==> src/rtl/fc_layer_engine.sv <==
// Fully-connected layer engine: y[j] = sat((b[j]<<FRAC + sum_i x[i]*w[j*IN+i]) >>> FRAC).
// Optional build macro FC_RELU_EN clamps negative results to zero on out_value.
module fc_layer_engine #(
  parameter int IN_CELL  = 14,
  parameter int OUT_CELL = 10,
  parameter int DATA_W   = 16,
  parameter int FRAC_W   = 10
) (
  input  logic              clk,
  input  logic              reset,
  input  logic              ex_we,
  input  logic [1:0]        ex_sel,
  input  logic [15:0]       ex_addr,
  input  logic [DATA_W-1:0] ex_value,
  input  logic              start,
  output logic              busy,
  output logic              out_valid,
  output logic [15:0]       out_idx,
  output logic [DATA_W-1:0] out_value,
  output logic              done,
  output logic              ovf
);

  localparam int ACC_W   = 2*DATA_W + $clog2(IN_CELL) + 1;
  localparam int W_DEPTH = IN_CELL*OUT_CELL;
  localparam logic signed [ACC_W-1:0] SAT_MAX = {{(ACC_W-DATA_W+1){1'b0}}, {(DATA_W-1){1'b1}}};
  localparam logic signed [ACC_W-1:0] SAT_MIN = {{(ACC_W-DATA_W+1){1'b1}}, {(DATA_W-1){1'b0}}};

  typedef enum logic [1:0] {S_IDLE, S_MAC, S_OUT, S_DONE} state_t;

  state_t state_q, state_d;

  logic signed [DATA_W-1:0] x_q [IN_CELL];
  logic signed [DATA_W-1:0] x_d [IN_CELL];
  logic signed [DATA_W-1:0] w_q [W_DEPTH];
  logic signed [DATA_W-1:0] w_d [W_DEPTH];
  logic signed [DATA_W-1:0] b_q [OUT_CELL];
  logic signed [DATA_W-1:0] b_d [OUT_CELL];

  logic signed [ACC_W-1:0] acc_q, acc_d;
  logic [15:0]             i_q, i_d, j_q, j_d, wp_q, wp_d;
  logic                    busy_q, busy_d, out_valid_q, out_valid_d;
  logic                    done_q, done_d, ovf_q, ovf_d;
  logic [15:0]             out_idx_q, out_idx_d;
  logic [DATA_W-1:0]       out_value_q, out_value_d;

  logic                      wr_ok, start_ok;
  logic [15:0]               bsel_idx;
  logic signed [DATA_W-1:0]  x_sel, w_sel, b_sel;
  logic signed [2*DATA_W-1:0] prod;
  logic signed [ACC_W-1:0]   prod_ext, bias_init, r;
  logic                      clamp;
  logic [DATA_W-1:0]         sat_val, res;

  assign wr_ok    = ex_we && (state_q == S_IDLE);
  assign start_ok = start && (state_q == S_IDLE);

  // RAM write decode; reads of bias use b_d so a write coinciding with start is seen
  always_comb begin
    x_d = x_q;
    w_d = w_q;
    b_d = b_q;
    if (wr_ok) begin
      case (ex_sel)
        2'd0: for (int unsigned k = 0; k < IN_CELL; k++)
                if (ex_addr == 16'(k)) x_d[k] = ex_value;
        2'd1: for (int unsigned k = 0; k < W_DEPTH; k++)
                if (ex_addr == 16'(k)) w_d[k] = ex_value;
        2'd2: for (int unsigned k = 0; k < OUT_CELL; k++)
                if (ex_addr == 16'(k)) b_d[k] = ex_value;
        default: ;
      endcase
    end
  end

  always_ff @(posedge clk) begin
    x_q <= x_d;
    w_q <= w_d;
    b_q <= b_d;
  end

  always_comb begin
    x_sel = '0;
    w_sel = '0;
    b_sel = '0;
    bsel_idx = (state_q == S_IDLE) ? 16'd0 : j_q + 16'd1;
    for (int unsigned k = 0; k < IN_CELL; k++)
      if (i_q == 16'(k)) x_sel = x_q[k];
    for (int unsigned k = 0; k < W_DEPTH; k++)
      if (wp_q == 16'(k)) w_sel = w_q[k];
    for (int unsigned k = 0; k < OUT_CELL; k++)
      if (bsel_idx == 16'(k)) b_sel = b_d[k];
    prod      = x_sel * w_sel;
    prod_ext  = {{(ACC_W-2*DATA_W){prod[2*DATA_W-1]}}, prod};
    bias_init = {{(ACC_W-DATA_W){b_sel[DATA_W-1]}}, b_sel};
    bias_init = bias_init <<< FRAC_W;
  end

  always_comb begin
    r       = acc_q >>> FRAC_W;
    clamp   = 1'b0;
    sat_val = r[DATA_W-1:0];
    if (r > SAT_MAX) begin
      sat_val = SAT_MAX[DATA_W-1:0];
      clamp   = 1'b1;
    end else if (r < SAT_MIN) begin
      sat_val = SAT_MIN[DATA_W-1:0];
      clamp   = 1'b1;
    end
`ifdef FC_RELU_EN
    res = sat_val[DATA_W-1] ? '0 : sat_val;
`else
    res = sat_val;
`endif
  end

  always_ff @(posedge clk or posedge reset) begin
    if (reset) state_q <= S_IDLE;
    else       state_q <= state_d;
  end

  always_comb begin
    state_d = state_q;
    case (state_q)
      S_IDLE:  if (start_ok) state_d = S_MAC;
      S_MAC:   if (i_q == 16'(IN_CELL-1)) state_d = S_OUT;
      S_OUT:   state_d = (j_q == 16'(OUT_CELL-1)) ? S_DONE : S_MAC;
      S_DONE:  state_d = S_IDLE;
      default: state_d = S_IDLE;
    endcase
  end

  always_comb begin
    acc_d       = acc_q;
    i_d         = i_q;
    j_d         = j_q;
    wp_d        = wp_q;
    busy_d      = done_q ? 1'b0 : busy_q;
    out_valid_d = 1'b0;
    done_d      = 1'b0;
    ovf_d       = ovf_q;
    out_idx_d   = out_idx_q;
    out_value_d = out_value_q;
    case (state_q)
      S_IDLE: if (start_ok) begin
        acc_d  = bias_init;
        i_d    = '0;
        j_d    = '0;
        wp_d   = '0;
        ovf_d  = 1'b0;
        busy_d = 1'b1;
      end
      S_MAC: begin
        acc_d = acc_q + prod_ext;
        i_d   = i_q + 16'd1;
        wp_d  = wp_q + 16'd1;
      end
      S_OUT: begin
        out_valid_d = 1'b1;
        out_idx_d   = j_q;
        out_value_d = res;
        if (clamp) ovf_d = 1'b1;
        if (j_q != 16'(OUT_CELL-1)) begin
          j_d   = j_q + 16'd1;
          i_d   = '0;
          acc_d = bias_init;
        end
      end
      S_DONE: done_d = 1'b1;
      default: ;
    endcase
  end

  always_ff @(posedge clk or posedge reset) begin
    if (reset) begin
      acc_q       <= '0;
      i_q         <= '0;
      j_q         <= '0;
      wp_q        <= '0;
      busy_q      <= 1'b0;
      out_valid_q <= 1'b0;
      done_q      <= 1'b0;
      ovf_q       <= 1'b0;
      out_idx_q   <= '0;
      out_value_q <= '0;
    end else begin
      acc_q       <= acc_d;
      i_q         <= i_d;
      j_q         <= j_d;
      wp_q        <= wp_d;
      busy_q      <= busy_d;
      out_valid_q <= out_valid_d;
      done_q      <= done_d;
      ovf_q       <= ovf_d;
      out_idx_q   <= out_idx_d;
      out_value_q <= out_value_d;
    end
  end

  assign busy      = busy_q;
  assign out_valid = out_valid_q;
  assign out_idx   = out_idx_q;
  assign out_value = out_value_q;
  assign done      = done_q;
  assign ovf       = ovf_q;

endmodule

==> config.mk <==
export PLATFORM = sky130hd
export DESIGN_NAME = fc_layer_engine
export DESIGN_NICKNAME = d
export VERILOG_FILES = /design/src/rtl/fc_layer_engine.sv
export SDC_FILE = /design/constraint.sdc
export NUM_CORES = 2
export LEC_CHECK = 0
export CAP_MARGIN = 10
export CORE_MARGIN = 3
export CORE_UTILIZATION = 37
export DETAILED_ROUTE_END_ITERATION = 8
export HOLD_SLACK_MARGIN = 0.06
export PLACE_DENSITY_LB_ADDON = 0.12
export SETUP_SLACK_MARGIN = 0.4
export SYNTH_ARGS = -nofsm -noshare
export SYNTH_HDL_FRONTEND = slang
export SYNTH_SLANG_ARGS = --single-unit
==> constraint.sdc <==
create_clock -name clk -period 9.35 [get_ports clk]
set_input_delay 1.87 -clock clk [delete_from_list [all_inputs] [get_ports clk]]
set_output_delay 1.87 -clock clk [all_outputs]
set_load 0.005 [all_outputs]
==> flow_summary.ini <==
[synthesis]
synthFlopType = edfxtp_1
yosysSeqAreaShare_pct = 65.6
syn_nets = 10100
synth_top_area_share_pct = 60.4
ys_ff_latch = 2747
synth-edff-count = 2464
post_synth_num_cell_types = 105
async_flop_share_pct = 4.48
synth_top_cells_by_area = edfxtp_1, fa_1, nand2_1
synth_top_area_cell = edfxtp_1
synth.most_common_cell = edfxtp_1
synth_warnings = 0
synthesis.instances = 9633
synthesis.area_sq_um = 122000
synth_top_cells_by_count = edfxtp_1, nand2_1, nor2_1
avgSynthCellArea_sq_um = 12.7

[clock_network]
clkSlewWorstSetupHoldPaths_ns = 0.06
cts_tree = yes
clk_latency_ns = 0.95
clock_sinks = 2747
htreeDepth = 5
max-clock-path-buffers = 4
cts_inserted_buffers = 315
root_buffer = clkbuf_16

[critical_path]
cp_top_family = adder cells
critPathKind = register to register
startpoint = wp_q[0]
path_common_cell = buf_4
cp.required_ns = 10.13
crit_path_end_kind = register
ff2ff_setup_slack_ns = -1.14
worst-path-buf-inv = 22
worst_path_largest_cell_delay_ns = 0.52
path_max_fanout = 15
arrival_ns = 11.27
start_kind = register
cp_slowest_cell = fa_1
reg2reg_from = wp_q[0]

[timing]
period_minus_slack_ns = 10.49
worst_slack_ns = -1.14
period_share_pct = 112
slew_headroom_pct = 16.3
hold_viol = 0
fmax_mhz = 95.4
rsz0062_at_grt = true
max_slew.worst_pin.slew_ns = 1.25
fin_skew_ns = 0.0607
finalMaxSlewViolations = 0
finalSetupViolations = 22

[finish]
final_area_sq_um = 156000
final_nets = 12000
drive_above_1_share_pct = 26.0
syn_to_final_growth_pct = 27.5

[global_route]
antenna_found_initial = 50
grt_pass1_wl_um = 746000
grt_pass1_vias = 93200
grt_overflow = 0
grt_max_degree = 77
gr-usage-all-layers_pct = 31.3

[outcome]
failed_checks = negative setup slack
status = complete, but fails checks

[detailed_routing]
dr_total_vias = 95300
drc = 0
drt-vias-per-instance = 5.92
final_antenna_net_count = 0
routed_wirelength_um = 541000
drt_iter0_markers = 12500
dr.pass1.iters = 6
routedWlPerCell_um = 33.6

[floorplanning]
die_area_sq_um = 338000
die_w_um = 581
die_y_um = 581
rows = 210
ios = 74
initial_utilization_pct = 37.3
core_area_sq_um = 328000

[place]
place.port_buffers = 73
dp_hpwl_um = 387000
dp_slack_ns = -2.52
placedInstanceArea_sq_um = 143000
place_congestion = 0.978

[worst_hold_path]
hold_class = register to register
hp-start = b_q[12]

[flow_run]
cap_viol_max_count = 0
kinds of logic (layout without fill, tap and decap cells):
family | after synthesis | in the layout | share of synthesized area (%)
adders and majority gates | 437 | 437 | 6.42
and+or+nand+nor | 2846 | 2846 | 10.3
xor gates and xnor gates | 58 | 58 | 0.421
other | 0 | 26 | 0
muxes | 46 | 46 | 0.412
AOI/OAI and AO/OA | 2538 | 2538 | 13.8
buffers and inverters | 961 | 3063 | 3.11
DFF | 2747 | 2747 | 65.6
area by class of cell:
cell class                      count  area [sq um]
Tap cell                         4346          5440
Fill cell                       29500        172000
Inverter                          391          1470
Sequential cell                  2747         80300
Multi-Input combinational cell   5925         40800
Timing Repair Buffer             2100         17700
Clock inverter                    188          2030
Antenna cell                       26          65.1
Clock buffer                      384          8330
sequential cells by signal (all words and copies together) (netlist names):
register and count:
b_q 160, busy 1, i_q 16, wp_q 16, x_q 224, j_q 16, state_q 2, out_valid 1
done 1, out_value 16, out_idx 16, acc_q 37, w_q 2240, ovf 1
metrics by stage:
| stage | TNS, ns | std cells | util [%] | hold WS (ns) |
|---|---|---|---|---|
| floorplan | -0.0584 | 9633 | - | 0.405 |
| global placement | -60.64 | 15400 | 43.4 | 0.414 |
| detailed placement | -47.76 | 15400 | 43.4 | 0.422 |
| CTS | -12.11 | 16100 | 47.3 | 0.437 |
| global route | -22.60 | 16100 | 47.5 | 0.454 |
| finish | -17.40 | 16100 | 47.5 | 0.434 |
cell usage in the layout, fill, tap and decap left out, types with 47 or more instances in the layout:
| master | n |
|---|---|
| ha_1 | 101 |
| nand4_1 | 53 |
| a211oi_1 | 74 |
| dfxtp_1 | 160 |
| nand2b_1 | 53 |
| o22ai_1 | 86 |
| clkbuf_16 | 322 |
| fa_1 | 306 |
| buf_6 | 106 |
| buf_4 | 1817 |
| nor2_1 | 657 |
| inv_1 | 370 |
| and3_1 | 59 |
| buf_12 | 101 |
| and2_1 | 48 |
| nor3_1 | 151 |
| a21oi_1 | 619 |
| clkbuf_1 | 56 |
| a22oi_1 | 188 |
| dfrtp_1 | 121 |
| clkinv_1 | 72 |
| a221o_1 | 95 |
| a31oi_1 | 75 |
| nor2_2 | 91 |
| clkinv_2 | 47 |
| nand2_1 | 1190 |
| o21ai_0 | 526 |
| edfxtp_1 | 2464 |
| a221oi_1 | 190 |
| clkdlybuf4s50_1 | 57 |
| o211ai_1 | 73 |
| o221ai_1 | 63 |
| nand3_1 | 238 |
tightest hold or removal path, stage by stage (launching register included):
cell,delay [ns]
dfxtp_1,0.31
nand2_1,0.04
nand2_1,0.06
final timing paths:
kind	endpoint	cells past startpoint
max in group asynchronous	out_value[12]	3
worst max-delay path	acc_q[30]	48
min in group asynchronous	acc_q[13]	2
worst min register to register	b_q[12]	2
worst min-delay path	b_q[12]	2
worst max register to register	acc_q[30]	48
per-layer routing:
layer | global-route usage, % | up-vias | part of all wire (%)
met5 | 0.0850 | - | 0.023
met4 | 16.9 | 18 | 6.4
met3 | 5.73 | 1153 | 9.3
met2 | 49.1 | 5342 | 45
met1 | 41.1 | 48700 | 39
li1 | - | 40100 | -
repair_timing:
action                     in CTS  in global routing
resized for setup             428                129
hold buffers                    0                  0
gates cloned                    1                  1
buffers inserted               80                 16
pin swaps                     147                 86
setup endpoints to repair      30                 27
Power is not shown: default switching activity piles up to over one toggle a cycle in this logic, so the estimate is an artifact.
